==> src/rtl/kernel_interrupt_arbiter_if.sv <==
// Host-side interrupt port of the kernel interrupt arbiter.
// The arbiter drives the request and its payload; the host answers with ack/err.
interface kernel_interrupt_arbiter_if #(
  parameter int CTXW = 9
);
  logic            host_intr_req;
  logic [63:0]     host_intr_src;
  logic [CTXW-1:0] host_intr_ctx;
  logic            host_intr_ack;
  logic            host_intr_err;

  modport master (
    output host_intr_req,
    output host_intr_src,
    output host_intr_ctx,
    input  host_intr_ack,
    input  host_intr_err
  );

  modport slave (
    input  host_intr_req,
    input  host_intr_src,
    input  host_intr_ctx,
    output host_intr_ack,
    output host_intr_err
  );
endinterface

==> src/rtl/kernel_interrupt_arbiter.sv <==
// Captures per-kernel interrupt pulses and forwards them one at a time, round-robin, to the host.
// Optional host ack timeout is enabled by defining KERNEL_INTR_TIMEOUT_EN.
module kernel_interrupt_arbiter #(
  parameter int NUM_KERNELS    = 4,
  parameter int CTXW           = 9,
  parameter int RETRY_DELAY    = 16,
  parameter int TIMEOUT_CYCLES = 4096
) (
  input  logic                          clk,
  input  logic                          rst,
  input  logic [NUM_KERNELS-1:0]        kern_intr_req,
  input  logic [64*NUM_KERNELS-1:0]     kern_intr_src,
  input  logic [CTXW*NUM_KERNELS-1:0]   kern_intr_ctx,
  output logic [NUM_KERNELS-1:0]        kern_intr_ack,
  kernel_interrupt_arbiter_if.master    host,
  output logic [NUM_KERNELS-1:0]        overrun_err,
`ifdef KERNEL_INTR_TIMEOUT_EN
  output logic [NUM_KERNELS-1:0]        timeout_err,
`endif
  output logic                          busy
);

  localparam int GW = $clog2(NUM_KERNELS);
  localparam int RW = $clog2(RETRY_DELAY + 1);

  if (NUM_KERNELS < 2 || NUM_KERNELS > 16 || RETRY_DELAY < 1 || TIMEOUT_CYCLES < 1) begin : g_bad_params
    $error("kernel_interrupt_arbiter: parameter out of range");
  end

  typedef enum logic [1:0] {
    IDLE,
    REQ,
    WAIT_RETRY,
    DONE
  } state_t;

  state_t          state, next_state;

  logic [NUM_KERNELS-1:0] pend;
  logic [63:0]            src_slot [NUM_KERNELS];
  logic [CTXW-1:0]        ctx_slot [NUM_KERNELS];

  logic [GW-1:0]   grant, last_grant;
  logic [RW-1:0]   retry_cnt;
  logic [63:0]     req_src;
  logic [CTXW-1:0] req_ctx;

  logic            arb_valid;
  logic [GW-1:0]   arb_idx;
  logic [GW-1:0]   cand;

  logic            start_req;
  logic            retry_load;
  logic            done_pulse;
  logic            req_level;
  logic            timeout_hit;

  // Increment with explicit wrap so non-power-of-two kernel counts never select a missing slot.
  function automatic logic [GW-1:0] next_idx(input logic [GW-1:0] idx);
    if (idx == GW'(NUM_KERNELS - 1)) begin
      return '0;
    end
    return idx + 1'b1;
  endfunction

  always_comb begin
    arb_valid = 1'b0;
    arb_idx   = '0;
    cand      = last_grant;
    for (int k = 0; k < NUM_KERNELS; k++) begin
      cand = next_idx(cand);
      if (!arb_valid && pend[cand]) begin
        arb_valid = 1'b1;
        arb_idx   = cand;
      end
    end
  end

`ifdef KERNEL_INTR_TIMEOUT_EN
  localparam int TW = $clog2(TIMEOUT_CYCLES + 1);
  logic [TW-1:0] to_cnt;

  // Held at zero outside REQ so every entry into REQ starts a fresh timeout window.
  always_ff @(posedge clk) begin
    if (rst) begin
      to_cnt      <= '0;
      timeout_err <= '0;
    end else begin
      if (state == REQ) begin
        to_cnt <= to_cnt + 1'b1;
      end else begin
        to_cnt <= '0;
      end
      for (int i = 0; i < NUM_KERNELS; i++) begin
        if (timeout_hit && grant == GW'(i)) begin
          timeout_err[i] <= 1'b1;
        end
      end
    end
  end
`endif

  always_ff @(posedge clk) begin
    if (rst) begin
      state <= IDLE;
    end else begin
      state <= next_state;
    end
  end

  always_comb begin
    next_state    = state;
    start_req     = 1'b0;
    retry_load    = 1'b0;
    done_pulse    = 1'b0;
    req_level     = 1'b0;
    timeout_hit   = 1'b0;
    kern_intr_ack = '0;
    case (state)
      IDLE: begin
        if (arb_valid) begin
          start_req  = 1'b1;
          next_state = REQ;
        end
      end
      REQ: begin
        req_level = 1'b1;
        if (host.host_intr_ack) begin
          if (host.host_intr_err) begin
            retry_load = 1'b1;
            next_state = WAIT_RETRY;
          end else begin
            next_state = DONE;
          end
        end
`ifdef KERNEL_INTR_TIMEOUT_EN
        else if (to_cnt == TW'(TIMEOUT_CYCLES - 1)) begin
          timeout_hit = 1'b1;
          next_state  = DONE;
        end
`endif
      end
      WAIT_RETRY: begin
        if (retry_cnt == RW'(1)) begin
          next_state = REQ;
        end
      end
      DONE: begin
        done_pulse = 1'b1;
        for (int i = 0; i < NUM_KERNELS; i++) begin
          if (grant == GW'(i)) begin
            kern_intr_ack[i] = 1'b1;
          end
        end
        next_state = IDLE;
      end
      default: next_state = IDLE;
    endcase
  end

  // Grant and the host payload are captured once per arbitration and held through any retries.
  always_ff @(posedge clk) begin
    if (rst) begin
      grant      <= '0;
      last_grant <= GW'(NUM_KERNELS - 1);
      retry_cnt  <= '0;
      req_src    <= '0;
      req_ctx    <= '0;
    end else begin
      if (start_req) begin
        grant   <= arb_idx;
        req_src <= src_slot[arb_idx];
        req_ctx <= ctx_slot[arb_idx];
      end
      if (retry_load) begin
        retry_cnt <= RW'(RETRY_DELAY);
      end else if (state == WAIT_RETRY) begin
        retry_cnt <= retry_cnt - 1'b1;
      end
      if (done_pulse) begin
        last_grant <= grant;
      end
    end
  end

  // A pulse landing in the same cycle as that kernel's ack refills the slot instead of overrunning.
  always_ff @(posedge clk) begin
    if (rst) begin
      pend        <= '0;
      overrun_err <= '0;
      for (int i = 0; i < NUM_KERNELS; i++) begin
        src_slot[i] <= '0;
        ctx_slot[i] <= '0;
      end
    end else begin
      for (int i = 0; i < NUM_KERNELS; i++) begin
        if (kern_intr_req[i]) begin
          if (pend[i] && !kern_intr_ack[i]) begin
            overrun_err[i] <= 1'b1;
          end else begin
            pend[i]     <= 1'b1;
            src_slot[i] <= kern_intr_src[64*i +: 64];
            ctx_slot[i] <= kern_intr_ctx[CTXW*i +: CTXW];
          end
        end else if (kern_intr_ack[i]) begin
          pend[i] <= 1'b0;
        end
      end
    end
  end

  assign host.host_intr_req = req_level;
  assign host.host_intr_src = req_src;
  assign host.host_intr_ctx = req_ctx;
  assign busy               = (state != IDLE) || (|pend);

endmodule

==> src/flat_wrapper.sv <==
// flat-port wrapper written by rule: the top's interface ports become plain ports
module kernel_interrupt_arbiter_flat 
#(
  parameter int NUM_KERNELS    = 4,
  parameter int CTXW           = 9,
  parameter int RETRY_DELAY    = 16,
  parameter int TIMEOUT_CYCLES = 4096
)
  (clk, rst, kern_intr_req, kern_intr_src, kern_intr_ctx, kern_intr_ack, overrun_err, busy, host_host_intr_req, host_host_intr_src, host_host_intr_ctx, host_host_intr_ack, host_host_intr_err);
  kernel_interrupt_arbiter_if #(.CTXW(CTXW)) host_i ();
  input  logic clk;
  input  logic rst;
  input  logic [NUM_KERNELS-1:0] kern_intr_req;
  input  logic [64*NUM_KERNELS-1:0] kern_intr_src;
  input  logic [CTXW*NUM_KERNELS-1:0] kern_intr_ctx;
  output logic [NUM_KERNELS-1:0] kern_intr_ack;
  output logic [NUM_KERNELS-1:0] overrun_err;
  output logic busy;
  output wire logic [$bits(host_i.host_intr_req)-1:0] host_host_intr_req;
  output wire logic [$bits(host_i.host_intr_src)-1:0] host_host_intr_src;
  output wire logic [$bits(host_i.host_intr_ctx)-1:0] host_host_intr_ctx;
  input wire logic [$bits(host_i.host_intr_ack)-1:0] host_host_intr_ack;
  input wire logic [$bits(host_i.host_intr_err)-1:0] host_host_intr_err;
  assign host_host_intr_req = host_i.host_intr_req;
  assign host_host_intr_src = host_i.host_intr_src;
  assign host_host_intr_ctx = host_i.host_intr_ctx;
  assign host_i.host_intr_ack = host_host_intr_ack;
  assign host_i.host_intr_err = host_host_intr_err;
  kernel_interrupt_arbiter #(.NUM_KERNELS(NUM_KERNELS), .CTXW(CTXW), .RETRY_DELAY(RETRY_DELAY), .TIMEOUT_CYCLES(TIMEOUT_CYCLES)) u_core (.clk(clk), .rst(rst), .kern_intr_req(kern_intr_req), .kern_intr_src(kern_intr_src), .kern_intr_ctx(kern_intr_ctx), .kern_intr_ack(kern_intr_ack), .host(host_i), .overrun_err(overrun_err), .busy(busy));
endmodule
==> config.mk <==
export PLATFORM = sky130hd
export DESIGN_NAME = kernel_interrupt_arbiter_flat
export DESIGN_NICKNAME = d
export VERILOG_FILES = /design/src/rtl/kernel_interrupt_arbiter_if.sv /design/src/rtl/kernel_interrupt_arbiter.sv /design/src/flat_wrapper.sv
export SDC_FILE = /design/constraint.sdc
export NUM_CORES = 1
export LEC_CHECK = 0
export CAP_MARGIN = 40
export CORE_MARGIN = 2
export CORE_UTILIZATION = 50
export CTS_CLUSTER_DIAMETER = 50
export DETAILED_ROUTE_END_ITERATION = 8
export PLACE_DENSITY = 0.88
export SLEW_MARGIN = 5
export SYNTH_ARGS = -nofsm -noshare
export SYNTH_HDL_FRONTEND = slang
export SYNTH_SLANG_ARGS = --single-unit
==> constraint.sdc <==
create_clock -name clk -period 5.7 [get_ports clk]
set_clock_uncertainty 0.2 [all_clocks]
set_input_delay 1.14 -clock clk [delete_from_list [all_inputs] [get_ports clk]]
set_output_delay 1.14 -clock clk [all_outputs]
set_load 0.01 [all_outputs]
==> Implementation_results.wiki <==
{| class="wikitable"
! Metric !! Value
|-
| H-tree level count || 2
|-
| Clock Sink Count || 384
|-
| Ratio of cells with drive above 1 in the final layout || 8.34%
|-
| Vias per cell || 5.68
|-
| Post-synthesis instance area || 0.0162 sq mm
|-
| RePlAce Congestion || 0.825
|-
| Die Y-Extent || 184 um
|-
| Number of nets produced by synthesis || 1464
|-
| Routed Antenna Nets || 0
|-
| Number of instances in the synthesized netlist || 1161
|-
| Number of nets in the layout || 1830
|-
| Number of hold violations in the final report || 0
|-
| Final Routed Wirelength || 45.7 mm
|-
| Die area || 0.0339 sq mm
|-
| Cell row count || 65
|-
| Via count of the first global-routing pass || 11800
|-
| Width of the die || 184 um
|-
| Initial Utilization || 51.1%
|-
| Starting DRT DRC Count || 774
|-
| Part of the Yosys area used for sequential elements || 65.5%
|-
| Post-synth cell types || 44
|-
| Unrepaired setup endpoints after global routing || false
|-
| Register share of total power || 45.9%
|-
| Maximum number of pins on one net before global-route repair || 74
|-
| # Post-CTS Setup Buffers || 0
|-
| Pint || 5.62 mW
|-
| Maximum clock path buffer count || 3
|-
| CTS Buf Count || 41
|-
| Number of register bits inferred by synthesis || 384
|-
| Routed wire length per instance || 23.2 um
|-
| Minimum period implied by the final worst setup slack || 3.58 ns
|-
| Core region area || 0.0317 sq mm
|-
| Standby leakage power || 8.75 nW
|-
| Switching component of the power || 1.79 mW
|-
| Area added between synthesis and finish || 35.5%
|-
| Number of max-capacitance violations reported || 0
|-
| Global router's overall resource usage || 26.7%
|-
| Cell types occupying the most area after synthesis || sky130_fd_sc_hd__edfxtp_1, sky130_fd_sc_hd__dfxtp_1, sky130_fd_sc_hd__and2_1, sky130_fd_sc_hd__mux2i_1, sky130_fd_sc_hd__a221oi_2
|-
| Rel. slew slack || 38.8%
|-
| Endpoint kind of the worst setup timing path || flop
|-
| Pin slew with the least headroom to its limit || 0.918 ns
|-
| Setup crit start kind || flop
|-
| Async set-or-reset flop fraction in the synthesized netlist || 0%
|-
| Post-cts hold buffer count || 0
|-
| Number of endpoints failing setup at the final stage || 0
|-
| Switching Share || 24.1%
|-
| CP Data Required Time || 5.89 ns
|-
| Clock-pin slew on the worst setup and hold paths || 0.06 ns
|-
| Worst hold-check path type || reg2reg
|-
| Vias after detailed routing || 11200
|-
| Design Area, Final || 0.0220 sq mm
|-
| Footprint of the multi-input gates || 0.00524 sq mm
|-
| I/O pin count || 383
|-
| Drc violations || 0
|-
| DP Wirelength || 29.3 mm
|-
| Area of all sequential standard cells || 0.0106 sq mm
|-
| IR Drop Worst-Case VDD || 0.204 mV
|-
| Count of buffers from port buffering || 382
|-
| Number of iterations in the first detailed-routing pass || 7
|-
| Number of antenna violations at the first check in global routing || 6
|-
| TritonCTS clock tree || yes
|-
| Clock network power share || 38.6%
|-
| Final clock period utilization by the worst path || 62.8%
|-
| Critical Setup Path Class || reg2reg
|-
| Wire length of the first global-routing pass || 67.7 mm
|-
| Proportion of netlist area held by the largest area contributor || 54.1%
|-
| Fmax || 0.280 GHz
|-
| Count of yosys warnings during synthesis || 0
|-
| Resize count post-CTS || 0
|-
| Library cell with the largest summed area after synthesis || sky130_fd_sc_hd__edfxtp_1
|-
| Remaining global-route overflow || 0
|-
| Worst path arrival time || 3.77 ns
|-
| Leading register cell type out of synthesis || sky130_fd_sc_hd__edfxtp_1
|-
| Top fanout value on the critical path || 27
|-
| Average instance area after synthesis || 14.0 sq um
|-
| Logic gate share of total power || 15.5%
|-
| Filler Cells Inserted || 2056
|-
| Power per standard cell area || 337 mW/mm^2
|-
| Cell area after placement || 0.0205 sq mm
|-
| TNS Setup || 0 ns
|-
| Library cell used as clock root buffer || sky130_fd_sc_hd__clkbuf_16
|-
| Commonest cells in the synthesized netlist || sky130_fd_sc_hd__and2_1, sky130_fd_sc_hd__edfxtp_1, sky130_fd_sc_hd__mux2i_1, sky130_fd_sc_hd__dfxtp_1, sky130_fd_sc_hd__nand2_1
|-
| Number of enable-type register cells in the synthesized netlist || 292
|-
| Outcome || finished clean
|-
| Clock latency reported for the late side of the worst-skew pair || 0.52 ns
|-
| Max Transition Viols Final || 0
|}
==> power groups by stage <==
| stage | logic [mW] | registers [mW] | clock network [mW] |
|---|---|---|---|
| after global placement | 1.09 | 3.44 | 0 |
| after CTS | 1.15 | 3.40 | 2.88 |
| after floorplan | 0.547 | 3.45 | 0 |
| final | 1.15 | 3.40 | 2.86 |
| after global routing | 1.22 | 3.42 | 2.99 |
| after detailed placement | 1.14 | 3.45 | 0 |
==> state kept, by name (all words and copies together) (netlist names) <==
name	cells
u_core.host.host_intr_ctx	9
u_core.src_slot	256
u_core.ctx_slot	36
u_core.overrun_err	4
u_core.host.host_intr_src	64
u_core.grant	2
u_core.pend	4
u_core.retry_cnt	5
u_core.state	2
u_core.last_grant	2
==> critical path, cell delays in order, from the launching register on <==
cell and delay (ns):
sky130_fd_sc_hd__dfxtp_1 0.50, sky130_fd_sc_hd__ha_1 0.37, sky130_fd_sc_hd__and3b_1 0.23, sky130_fd_sc_hd__a311o_1 0.35
sky130_fd_sc_hd__a221oi_4 0.78, sky130_fd_sc_hd__buf_4 0.57, sky130_fd_sc_hd__mux2i_1 0.29, sky130_fd_sc_hd__o221ai_1 0.15
==> path summary, 6_finish.rpt <==
path	cells after the start	slack [ns]	start	to
min	2	0.27	u_core.host.host_intr_src[51]	u_core.host.host_intr_src[51]
min reg2reg	2	0.27	u_core.host.host_intr_src[51]	u_core.host.host_intr_src[51]
max reg2reg	7	2.12	u_core.last_grant[0]	u_core.host.host_intr_ctx[6]
max	7	2.12	u_core.last_grant[0]	u_core.host.host_intr_ctx[6]
==> final cells by class <==
cell class	count	share of cell area, %
Inverter	11	0.188
Clock buffer	56	5.16
Multi-Input combinational cell	689	23.9
Sequential cell	384	48.3
Tap cell	402	2.29
Clock inverter	19	1.45
Antenna cell	5	0.0570
Timing Repair Buffer	400	18.6
==> cells by family after synthesis <==
group | after synthesis | share of synthesized area [%]
flip-flops | 384 | 65.5
AO/OA/AOI/OAI | 136 | 7.93
buffers and inverters | 88 | 2.70
AND/OR/NAND/NOR | 400 | 14.4
XOR/XNOR | 4 | 0.216
adder cells (fa/ha/maj) | 3 | 0.232
multiplexers | 146 | 9.02
==> layer usage <==
layer	global-route usage, %	vias to the layer above	routed length (um)	part of all wire (%)
met2	45.3	633	22600	50
met4	14.6	0	2360	5.2
met3	5.31	145	3770	8.2
met1	32.1	5411	16900	37
met5	0	-	0	0
li1	-	4976	-	-
==> placed cells by master, fill, tap and decap left out, types with 3 or more instances in the layout <==
cell	n
sky130_fd_sc_hd__a21oi_1	11
sky130_fd_sc_hd__nor3_1	4
sky130_fd_sc_hd__buf_4	10
sky130_fd_sc_hd__o21bai_1	34
sky130_fd_sc_hd__buf_12	3
sky130_fd_sc_hd__inv_6	5
sky130_fd_sc_hd__mux2i_1	146
sky130_fd_sc_hd__nand3_1	4
sky130_fd_sc_hd__nor2_1	21
sky130_fd_sc_hd__nor3_2	4
sky130_fd_sc_hd__clkdlybuf4s50_1	381
sky130_fd_sc_hd__diode_2	5
sky130_fd_sc_hd__buf_16	5
sky130_fd_sc_hd__clkbuf_8	5
sky130_fd_sc_hd__xnor2_1	3
sky130_fd_sc_hd__nand2b_1	5
sky130_fd_sc_hd__o21ai_0	3
sky130_fd_sc_hd__nor2b_1	3
sky130_fd_sc_hd__a21o_4	3
sky130_fd_sc_hd__clkinv_2	3
sky130_fd_sc_hd__and2_1	292
sky130_fd_sc_hd__edfxtp_1	292
sky130_fd_sc_hd__ha_1	3
sky130_fd_sc_hd__nor2_4	4
sky130_fd_sc_hd__clkbuf_1	10
sky130_fd_sc_hd__nand2_1	47
sky130_fd_sc_hd__o221ai_1	39
sky130_fd_sc_hd__clkbuf_16	41
sky130_fd_sc_hd__dfxtp_1	92
sky130_fd_sc_hd__bufinv_16	8
sky130_fd_sc_hd__inv_1	11
sky130_fd_sc_hd__a221oi_2	32
==> through the flow <==
step	total power [mW]	utilization [%]	worst slack, ns	hold slack [ns]	cells
2_1_floorplan	3.99	-	1.60	0.245	1161
3_3_place_gp	4.53	64.1	2.22	0.243	1880
3_5_place_dp	4.59	64.6	2.13	0.255	1886
4_1_cts	7.43	69.2	2.15	0.271	1961
5_1_grt	7.63	69.2	1.97	0.289	1966
6_report	7.41	69.2	2.12	0.267	1966
(Power assumes the default switching activity.)
